--- src/rtl/fifo_pkg.sv ---
`default_nettype none
// +----------------------------------------------------------------------+
// | fifo_pkg : shared defaults, flag bundle and count helper for FIFO    |
// | Rev 1.0                                                              |
// +----------------------------------------------------------------------+
package fifo_pkg;

  localparam int FIFO_WIDTH   = 8;
  localparam int FIFO_DEPTH   = 16;
  localparam int FIFO_ADDRESS = 4;
  localparam int FIFO_PTR_W   = FIFO_ADDRESS + 1;

  typedef struct packed {
    logic full;
    logic empty;
    logic almost_full;
    logic almost_empty;
  } fifo_flags_t;

  function automatic int unsigned next_count(input int unsigned cnt,
                                             input logic        inc,
                                             input logic        dec);
    return cnt + 32'(inc) - 32'(dec);
  endfunction

endpackage
`default_nettype wire

--- src/rtl/fifo_ctrl_dp_if.sv ---
`default_nettype none
// +----------------------------------------------------------------------+
// | fifo_ctrl_dp_if : producer/consumer stream, status and RAM port      |
// | Optional overflow/underflow under FIFO_ERR_FLAG_EN. Rev 1.0          |
// +----------------------------------------------------------------------+
interface fifo_ctrl_dp_if
  import fifo_pkg::*;
#(
  parameter int WIDTH   = FIFO_WIDTH,
  parameter int ADDRESS = FIFO_ADDRESS
);
  logic               push;
  logic [WIDTH-1:0]   push_data;
  logic               push_ready;
  logic               pop;
  logic [WIDTH-1:0]   pop_data;
  logic               pop_valid;
  logic               full;
  logic               empty;
  logic               almost_full;
  logic               almost_empty;
  logic [ADDRESS:0]   count;
  logic               ram_wr_en;
  logic [ADDRESS-1:0] ram_wr_addr;
  logic [WIDTH-1:0]   ram_wr_data;
  logic               ram_rd_en;
  logic [ADDRESS-1:0] ram_rd_addr;
  logic [WIDTH-1:0]   ram_rd_data;
`ifdef FIFO_ERR_FLAG_EN
  logic               overflow;
  logic               underflow;
`endif

  modport master (
    output push, push_data, pop, ram_rd_data,
`ifdef FIFO_ERR_FLAG_EN
    input  overflow, underflow,
`endif
    input  push_ready, pop_data, pop_valid, full, empty, almost_full,
           almost_empty, count, ram_wr_en, ram_wr_addr, ram_wr_data,
           ram_rd_en, ram_rd_addr
  );

  modport slave (
    input  push, push_data, pop, ram_rd_data,
`ifdef FIFO_ERR_FLAG_EN
    output overflow, underflow,
`endif
    output push_ready, pop_data, pop_valid, full, empty, almost_full,
           almost_empty, count, ram_wr_en, ram_wr_addr, ram_wr_data,
           ram_rd_en, ram_rd_addr
  );

endinterface
`default_nettype wire

--- src/rtl/fifo_ptr.sv ---
`default_nettype none
// +----------------------------------------------------------------------+
// | fifo_ptr : W-bit wrap counter with increment enable, async reset     |
// | Rev 1.0                                                              |
// +----------------------------------------------------------------------+
module fifo_ptr
  import fifo_pkg::*;
#(
  parameter int W = FIFO_PTR_W
) (
  input  wire logic         clk,
  input  wire logic         rst,
  input  wire logic         i_en,
  output logic [W-1:0]      o_ptr
);

  logic [W-1:0] r_ptr;

  always_ff @(posedge clk or posedge rst) begin
    if (rst) begin
      r_ptr <= '0;
    end else if (i_en) begin
      r_ptr <= r_ptr + 1'b1;
    end
  end

  assign o_ptr = r_ptr;

endmodule
`default_nettype wire

--- src/rtl/fifo_ctrl_dp.sv ---
`default_nettype none
// +----------------------------------------------------------------------+
// | fifo_ctrl_dp : push/pop FIFO controller driving ram_dp_sync ports    |
// | Option macro: FIFO_ERR_FLAG_EN (sticky overflow/underflow). Rev 1.0  |
// +----------------------------------------------------------------------+
module fifo_ctrl_dp
  import fifo_pkg::*;
#(
  parameter int WIDTH    = FIFO_WIDTH,
  parameter int DEPTH    = FIFO_DEPTH,
  parameter int ADDRESS  = FIFO_ADDRESS,
  parameter int AF_LEVEL = 12,
  parameter int AE_LEVEL = 2
) (
  input  wire logic     clock,
  input  wire logic     reset,
  fifo_ctrl_dp_if.slave bus
);

  localparam int c_ptr_w = ADDRESS + 1;
  localparam fifo_flags_t c_flags_rst = '{full: 1'b0, empty: 1'b1,
                                          almost_full: 1'b0, almost_empty: 1'b1};

  logic [c_ptr_w-1:0] w_wr_ptr;
  logic [c_ptr_w-1:0] w_rd_ptr;
  logic [c_ptr_w-1:0] r_count;
  logic [c_ptr_w-1:0] w_count_nxt;
  fifo_flags_t        r_flags;
  fifo_flags_t        w_flags_nxt;
  logic               w_push_acc;
  logic               w_pop_acc;
  logic               r_pop_valid;
  logic [WIDTH-1:0]   w_rd_data;
  logic               w_unused_wrap;

  // Acceptance uses only registered flags, so push/pop never reach the flags combinationally.
  assign w_push_acc  = bus.push & ~r_flags.full;
  assign w_pop_acc   = bus.pop  & ~r_flags.empty;
  assign w_count_nxt = c_ptr_w'(next_count(32'(r_count), w_push_acc, w_pop_acc));

  fifo_ptr #(.W(c_ptr_w)) u_wr_ptr (
    .clk   (clock),
    .rst   (reset),
    .i_en  (w_push_acc),
    .o_ptr (w_wr_ptr)
  );

  fifo_ptr #(.W(c_ptr_w)) u_rd_ptr (
    .clk   (clock),
    .rst   (reset),
    .i_en  (w_pop_acc),
    .o_ptr (w_rd_ptr)
  );

  // The wrap bits only matter for the counters themselves; the RAM sees the low bits.
  assign w_unused_wrap = w_wr_ptr[ADDRESS] ^ w_rd_ptr[ADDRESS];

  always_comb begin
    w_flags_nxt              = c_flags_rst;
    w_flags_nxt.full         = (w_count_nxt == c_ptr_w'(DEPTH));
    w_flags_nxt.empty        = (w_count_nxt == '0);
    w_flags_nxt.almost_full  = (w_count_nxt >= c_ptr_w'(AF_LEVEL));
    w_flags_nxt.almost_empty = (w_count_nxt <= c_ptr_w'(AE_LEVEL));
  end

  always_ff @(posedge clock or posedge reset) begin
    if (reset) begin
      r_count     <= '0;
      r_flags     <= c_flags_rst;
      r_pop_valid <= 1'b0;
    end else begin
      r_count     <= w_count_nxt;
      r_flags     <= w_flags_nxt;
      r_pop_valid <= w_pop_acc;
    end
  end

`ifdef FIFO_ERR_FLAG_EN
  logic r_overflow;
  logic r_underflow;

  always_ff @(posedge clock or posedge reset) begin
    if (reset) begin
      r_overflow  <= 1'b0;
      r_underflow <= 1'b0;
    end else begin
      if (bus.push & r_flags.full)  r_overflow  <= 1'b1;
      if (bus.pop  & r_flags.empty) r_underflow <= 1'b1;
    end
  end

  assign bus.overflow  = r_overflow;
  assign bus.underflow = r_underflow;
`endif

  assign w_rd_data        = bus.ram_rd_data;
  assign bus.pop_data     = w_rd_data;
  assign bus.pop_valid    = r_pop_valid;
  assign bus.push_ready   = ~r_flags.full;
  assign bus.full         = r_flags.full;
  assign bus.empty        = r_flags.empty;
  assign bus.almost_full  = r_flags.almost_full;
  assign bus.almost_empty = r_flags.almost_empty;
  assign bus.count        = r_count;
  assign bus.ram_wr_en    = w_push_acc;
  assign bus.ram_wr_addr  = w_wr_ptr[ADDRESS-1:0];
  assign bus.ram_wr_data  = bus.push_data;
  assign bus.ram_rd_en    = w_pop_acc;
  assign bus.ram_rd_addr  = w_rd_ptr[ADDRESS-1:0];

endmodule
`default_nettype wire

--- src/flat_wrapper.sv ---
// flat-port wrapper written by rule: the top's interface ports become plain ports
module fifo_ctrl_dp_flat import fifo_pkg::*;
#(
  parameter int WIDTH    = FIFO_WIDTH,
  parameter int DEPTH    = FIFO_DEPTH,
  parameter int ADDRESS  = FIFO_ADDRESS,
  parameter int AF_LEVEL = 12,
  parameter int AE_LEVEL = 2
)
  (clock, reset, bus_push, bus_push_data, bus_pop, bus_ram_rd_data, bus_push_ready, bus_pop_data, bus_pop_valid, bus_full, bus_empty, bus_almost_full, bus_almost_empty, bus_count, bus_ram_wr_en, bus_ram_wr_addr, bus_ram_wr_data, bus_ram_rd_en, bus_ram_rd_addr);
  fifo_ctrl_dp_if #(.WIDTH(WIDTH), .ADDRESS(ADDRESS)) bus_i ();
  input  wire logic clock;
  input  wire logic reset;
  input wire logic [$bits(bus_i.push)-1:0] bus_push;
  input wire logic [$bits(bus_i.push_data)-1:0] bus_push_data;
  input wire logic [$bits(bus_i.pop)-1:0] bus_pop;
  input wire logic [$bits(bus_i.ram_rd_data)-1:0] bus_ram_rd_data;
  output wire logic [$bits(bus_i.push_ready)-1:0] bus_push_ready;
  output wire logic [$bits(bus_i.pop_data)-1:0] bus_pop_data;
  output wire logic [$bits(bus_i.pop_valid)-1:0] bus_pop_valid;
  output wire logic [$bits(bus_i.full)-1:0] bus_full;
  output wire logic [$bits(bus_i.empty)-1:0] bus_empty;
  output wire logic [$bits(bus_i.almost_full)-1:0] bus_almost_full;
  output wire logic [$bits(bus_i.almost_empty)-1:0] bus_almost_empty;
  output wire logic [$bits(bus_i.count)-1:0] bus_count;
  output wire logic [$bits(bus_i.ram_wr_en)-1:0] bus_ram_wr_en;
  output wire logic [$bits(bus_i.ram_wr_addr)-1:0] bus_ram_wr_addr;
  output wire logic [$bits(bus_i.ram_wr_data)-1:0] bus_ram_wr_data;
  output wire logic [$bits(bus_i.ram_rd_en)-1:0] bus_ram_rd_en;
  output wire logic [$bits(bus_i.ram_rd_addr)-1:0] bus_ram_rd_addr;
  assign bus_i.push = bus_push;
  assign bus_i.push_data = bus_push_data;
  assign bus_i.pop = bus_pop;
  assign bus_i.ram_rd_data = bus_ram_rd_data;
  assign bus_push_ready = bus_i.push_ready;
  assign bus_pop_data = bus_i.pop_data;
  assign bus_pop_valid = bus_i.pop_valid;
  assign bus_full = bus_i.full;
  assign bus_empty = bus_i.empty;
  assign bus_almost_full = bus_i.almost_full;
  assign bus_almost_empty = bus_i.almost_empty;
  assign bus_count = bus_i.count;
  assign bus_ram_wr_en = bus_i.ram_wr_en;
  assign bus_ram_wr_addr = bus_i.ram_wr_addr;
  assign bus_ram_wr_data = bus_i.ram_wr_data;
  assign bus_ram_rd_en = bus_i.ram_rd_en;
  assign bus_ram_rd_addr = bus_i.ram_rd_addr;
  fifo_ctrl_dp #(.WIDTH(WIDTH), .DEPTH(DEPTH), .ADDRESS(ADDRESS), .AF_LEVEL(AF_LEVEL), .AE_LEVEL(AE_LEVEL)) u_core (.clock(clock), .reset(reset), .bus(bus_i));
endmodule
--- config.mk ---
export PLATFORM = sky130hd
export DESIGN_NAME = fifo_ctrl_dp_flat
export DESIGN_NICKNAME = d
export VERILOG_FILES = /design/src/rtl/fifo_pkg.sv /design/src/rtl/fifo_ctrl_dp_if.sv /design/src/rtl/fifo_ptr.sv /design/src/rtl/fifo_ctrl_dp.sv /design/src/flat_wrapper.sv
export SDC_FILE = /design/constraint.sdc
export NUM_CORES = 1
export LEC_CHECK = 0
export BUFFER_PORTS_ARGS = -buffer_cell sky130_fd_sc_hd__buf_2
export CORE_ASPECT_RATIO = 0.8
export CORE_UTILIZATION = 45
export CTS_BUF_LIST = sky130_fd_sc_hd__clkbuf_16
export DETAILED_ROUTE_END_ITERATION = 12
export HOLD_SLACK_MARGIN = 0.12
export MAX_ROUTING_LAYER = met4
export PLACE_DENSITY = 0.83
export SYNTH_ARGS = -nofsm -noshare
export SYNTH_HDL_FRONTEND = slang
export SYNTH_SLANG_ARGS = --single-unit
--- constraint.sdc ---
create_clock -name clock -period 5.9 [get_ports clock]
set_input_delay 0.295 -clock clock [delete_from_list [all_inputs] [get_ports clock]]
set_output_delay 0.295 -clock clock [all_outputs]
set_load 0.01 [all_outputs]
==> impl_table.tex <==
\begin{tabular}{lr}
\hline
Metric & Value \\
\hline
\multicolumn{2}{l}{\textbf{Status}} \\
\quad Status & complete, no violations \\
\multicolumn{2}{l}{\textbf{Setup path}} \\
\quad Kind of end point of the critical path & register \\
\quad CP Data Arrival Time & 2880 ps \\
\quad Worst Path Required & 6050 ps \\
\quad Startpoint class of the critical path & register \\
\quad Maximum fanout along the worst path & 7 \\
\quad Delay of the slowest cell on the worst path & 400 ps \\
\quad Critical-path top delay cell & fa\_1 \\
\quad Crit path kind & reg2reg \\
\quad Worst-path cell chain & nor2b\_1 -> ha\_1 -> inv\_1 -> ha\_1 -> inv\_1 -> fa\_1 -> nand2b\_1 -> a21oi\_2 -> xnor2\_1 -> a2111oi\_2 \\
\multicolumn{2}{l}{\textbf{Floorplan}} \\
\quad Vertical die dimension & 43.01 um \\
\quad I/O pin total & 57 \\
\quad Die X-Extent & 53.26 um \\
\quad Effective utilization at floorplan & 49.09\% \\
\quad Standard-cell rows & 14 \\
\quad DIE AREA & 0.002290 mm\^{}2 \\
\quad Area inside the core boundary & 0.001927 mm\^{}2 \\
\multicolumn{2}{l}{\textbf{Drt}} \\
\quad Number of remaining DRC errors & 0 \\
\quad Remaining antenna violation count after routing & 0 \\
\quad Total via count in the routed design & 563 \\
\quad Met3 Wirelength & 156 um \\
\quad Top layer in use & met4 \\
\quad Average vias per placed instance & 4.812 \\
\quad Number of optimization iterations in the first detailed-route pass & 4 \\
\quad Routed WL per cell & 13.38 um \\
\quad Wire length on met2 & 714 um \\
\quad Total wire length & 1565 um \\
\quad Initial DRC Count & 6 \\
\quad Met1 Routed Length & 653 um \\
\multicolumn{2}{l}{\textbf{Logic synthesis}} \\
\quad Per-instance average area after synthesis & 11.40 um\^{}2 \\
\quad Gate count after technology mapping & 83 \\
\quad Async S/R FF share, synth & 100.0\% \\
\quad Yosys warning count & 0 \\
\quad Synthesized net count & 111 \\
\quad Area share of the largest cell type after synthesis & 42.33\% \\
\quad Share of the synthesized area in compound gates (AO/OA/AOI/OAI) & 4.762\% \\
\quad Top cell types by occurrence after synthesis & buf\_4, dfrtp\_1, inv\_1 \\
\quad Netlist Area Pre-Place & 945.9 um\^{}2 \\
\quad Mux contribution to synthesized area & 2.381\% \\
\quad Top FF cell, synth & dfrtp\_1 \\
\quad Simple-gate share of the synthesized area & 6.878\% \\
\quad Fraction of synthesized cell area in xor and xnor cells & 9.259\% \\
\quad Dominant cell type by area after synthesis & dfrtp\_1 \\
\quad Largest family of logic cells by synthesized area & buffers and inverters \\
\quad Adder-Cell Fraction of Synth Area & 11.38\% \\
\quad Share of synthesized area occupied by flip-flops and latches & 47.88\% \\
\quad Number of flip-flops and latches in the synthesized netlist & 18 \\
\quad Cells taking the most area after synthesis & dfrtp\_1, buf\_4, ha\_1, xnor2\_1, dfstp\_2 \\
\quad Synth cell types & 23 \\
\quad Number of flops mapped to enable cells by yosys & 0 \\
\multicolumn{2}{l}{\textbf{Final layout}} \\
\quad Area growth from synthesis to final layout & 10.71\% \\
\quad Total number of nets in the final design & 122 \\
\quad Fraction of layout cells with a size suffix above 1 & 36.56\% \\
\quad N\_diodes & 0 \\
\quad Final non-filler cell total & 117 \\
\multicolumn{2}{l}{\textbf{STA}} \\
\quad Hold violation count in the final report & 0 \\
\quad Achievable Freq & 365.1 MHz \\
\quad Ratio of final minimum period to clock period & 46.43\% \\
\quad Clock period minus worst slack & 2739 ps \\
\quad Final slew viol count & 0 \\
\quad Endpoints failing setup & 0 \\
\quad Total negative slack for setup checks & 0 ps \\
\quad Post-Route Hold Slack & 125.0 ps \\
\quad Relative slew slack & 56.98\% \\
\quad Least setup slack across all paths after layout & 3161 ps \\
\quad Largest clock skew in the final design & 1.598 ps \\
\quad RSZ-0062 raised after global routing & false \\
\quad Tightest Pin Transition & 644.6 ps \\
\multicolumn{2}{l}{\textbf{CTS}} \\
\quad Clock tree from TritonCTS & done \\
\quad CTS root buffer & clkbuf\_16 \\
\quad Worst-skew pair later-pin latency & 250 ps \\
\quad Clock Tree Buf Depth & 2 \\
\quad H-Tree Depth & 1 \\
\quad CTS sink count & 18 \\
\quad Setup Buffers After CTS & 0 \\
\quad Register clock-pin slew on the reported worst setup and hold paths & 50 ps \\
\quad Quantity of gates resized following cts & 0 \\
\quad \# hold bufs at CTS & 0 \\
\quad Clock buffers created by TritonCTS & 3 \\
\multicolumn{2}{l}{\textbf{Global routing}} \\
\quad Congestion Overflow GR & 0 \\
\quad Number of global-route vias before repair & 566 \\
\quad Largest net degree at the start of global routing & 19 \\
\quad Total global routing track utilization & 16.55\% \\
\quad Number of antenna violations at the first check in global routing & 0 \\
\quad Wire length of the first global-routing pass & 2504 um \\
\multicolumn{2}{l}{\textbf{Power and ir drop}} \\
\quad Maximum resistive drop on vdd & 0.0006174 V \\
\quad Total power per unit cell area & 775.4 mW/mm\^{}2 \\
\quad Leakage power & 0.5217 nW \\
\multicolumn{2}{l}{\textbf{Placement}} \\
\quad Post-place setup slack & 3173 ps \\
\quad Post-detailed-placement half-perimeter wirelength & 1197 um \\
\quad Number of placed cells counting well taps & 113 \\
\quad Global placer's final weighted congestion & 0.7341 \\
\quad Total of buffers placed on input and output ports & 24 \\
\multicolumn{2}{l}{\textbf{Min path}} \\
\quad Worst min-delay path class & in2async \\
\multicolumn{2}{l}{\textbf{Run}} \\
\quad Maximum Capacitance Violations & 0 \\
\hline
\end{tabular}
==> per-stage QoR <==
| stage | util (%) | power, mW | area (um^2) |
|---|---|---|---|
| after CTS | 54.35 | 0.8161 | 1047 |
| after detailed placement | 50.26 | 0.6721 | 968.4 |
| after global placement | 50.26 | 0.6514 | 968.4 |
| after floorplan | - | 0.5574 | 945.9 |
| final | 54.35 | 0.8120 | 1047 |
| after global routing | 54.35 | 0.8793 | 1047 |
==> per-layer routing <==
layer / up-vias / track usage [%]
met5: - / -
met4: 0 / 12.11
met3: 10 / 7.527
met2: 26 / 23.25
met1: 263 / 18.14
li1: 264 / -
==> sequential cells by signal, summed over array words and instances, names as in the netlist <==
register / count
u_core.bus.almost_empty: 1
u_core.bus.almost_full: 1
u_core.bus.count: 5
u_core.bus.empty: 1
u_core.bus.full: 1
u_core.bus.pop_valid: 1
u_core.u_rd_ptr.o_ptr: 4
u_core.u_wr_ptr.o_ptr: 4
==> cells in the final DEF, fill, tap and decap left out, drive strengths merged, types with 2 or more instances in the layout <==
| cell | instances |
|---|---|
| mux2 | 2 |
| a21o | 2 |
| nand4 | 2 |
| a21oi | 2 |
| xor2 | 3 |
| dfstp | 2 |
| ha | 7 |
| inv | 10 |
| clkbuf | 3 |
| dfrtp | 16 |
| nor2b | 2 |
| buf | 24 |
| nor2 | 2 |
| nand2 | 2 |
| xnor2 | 7 |
==> final cells by class <==
cell class	instances	area (um^2)
clock buffer	3	75.07
clock inverter	1	3.754
fill	180	879.6
inverter	10	37.54
multi-input combinational	37	327.8
sequential	18	452.9
tap	24	30.03
timing repair buffer	24	120.1
==> worst max-delay path, delay by kind of cell (launching register included) <==
kind                       cells  cell delay [ps]
xor gates and xnor gates       1              160
and+or+nand+nor                2              560
buffers and inverters          2              130
adders and majority gates      3              900
DFF                            1              360
AOI/OAI and AO/OA              2              530
==> cell families after synthesis <==
| family | after synthesis |
|---|---|
| AOI/OAI and AO/OA | 5 |
| and+or+nand+nor | 12 |
| buffers and inverters | 28 |
| xor gates and xnor gates | 10 |
| DFF | 18 |
| adders and majority gates | 8 |
| muxes | 2 |
==> report_power, final <==
| part | switching, mW | internal, mW | total [mW] | leakage [nW] |
|---|---|---|---|---|
| clock | 0.0451 | 0.0901 | 0.135 | 0.0385 |
| sequential | 0.0471 | 0.195 | 0.242 | 0.209 |
| combinational | 0.244 | 0.191 | 0.434 | 0.274 |
==> final timing paths <==
kind | startpoint | endpoint | slack, ps | cells after the start
min in group clock | bus_pop | u_core.bus.pop_valid | 410 | 2
max | u_core.bus.empty | u_core.bus.almost_empty | 3160 | 10
max reg2reg | u_core.bus.empty | u_core.bus.almost_empty | 3160 | 10
min | reset | u_core.u_wr_ptr.o_ptr[2] | 120 | 2
max in group asynchronous | reset | u_core.u_rd_ptr.o_ptr[3] | 5360 | 2
min reg2reg | u_core.u_rd_ptr.o_ptr[3] | u_core.u_rd_ptr.o_ptr[3] | 470 | 1
Note: power is estimated with default switching activity, not from simulation.
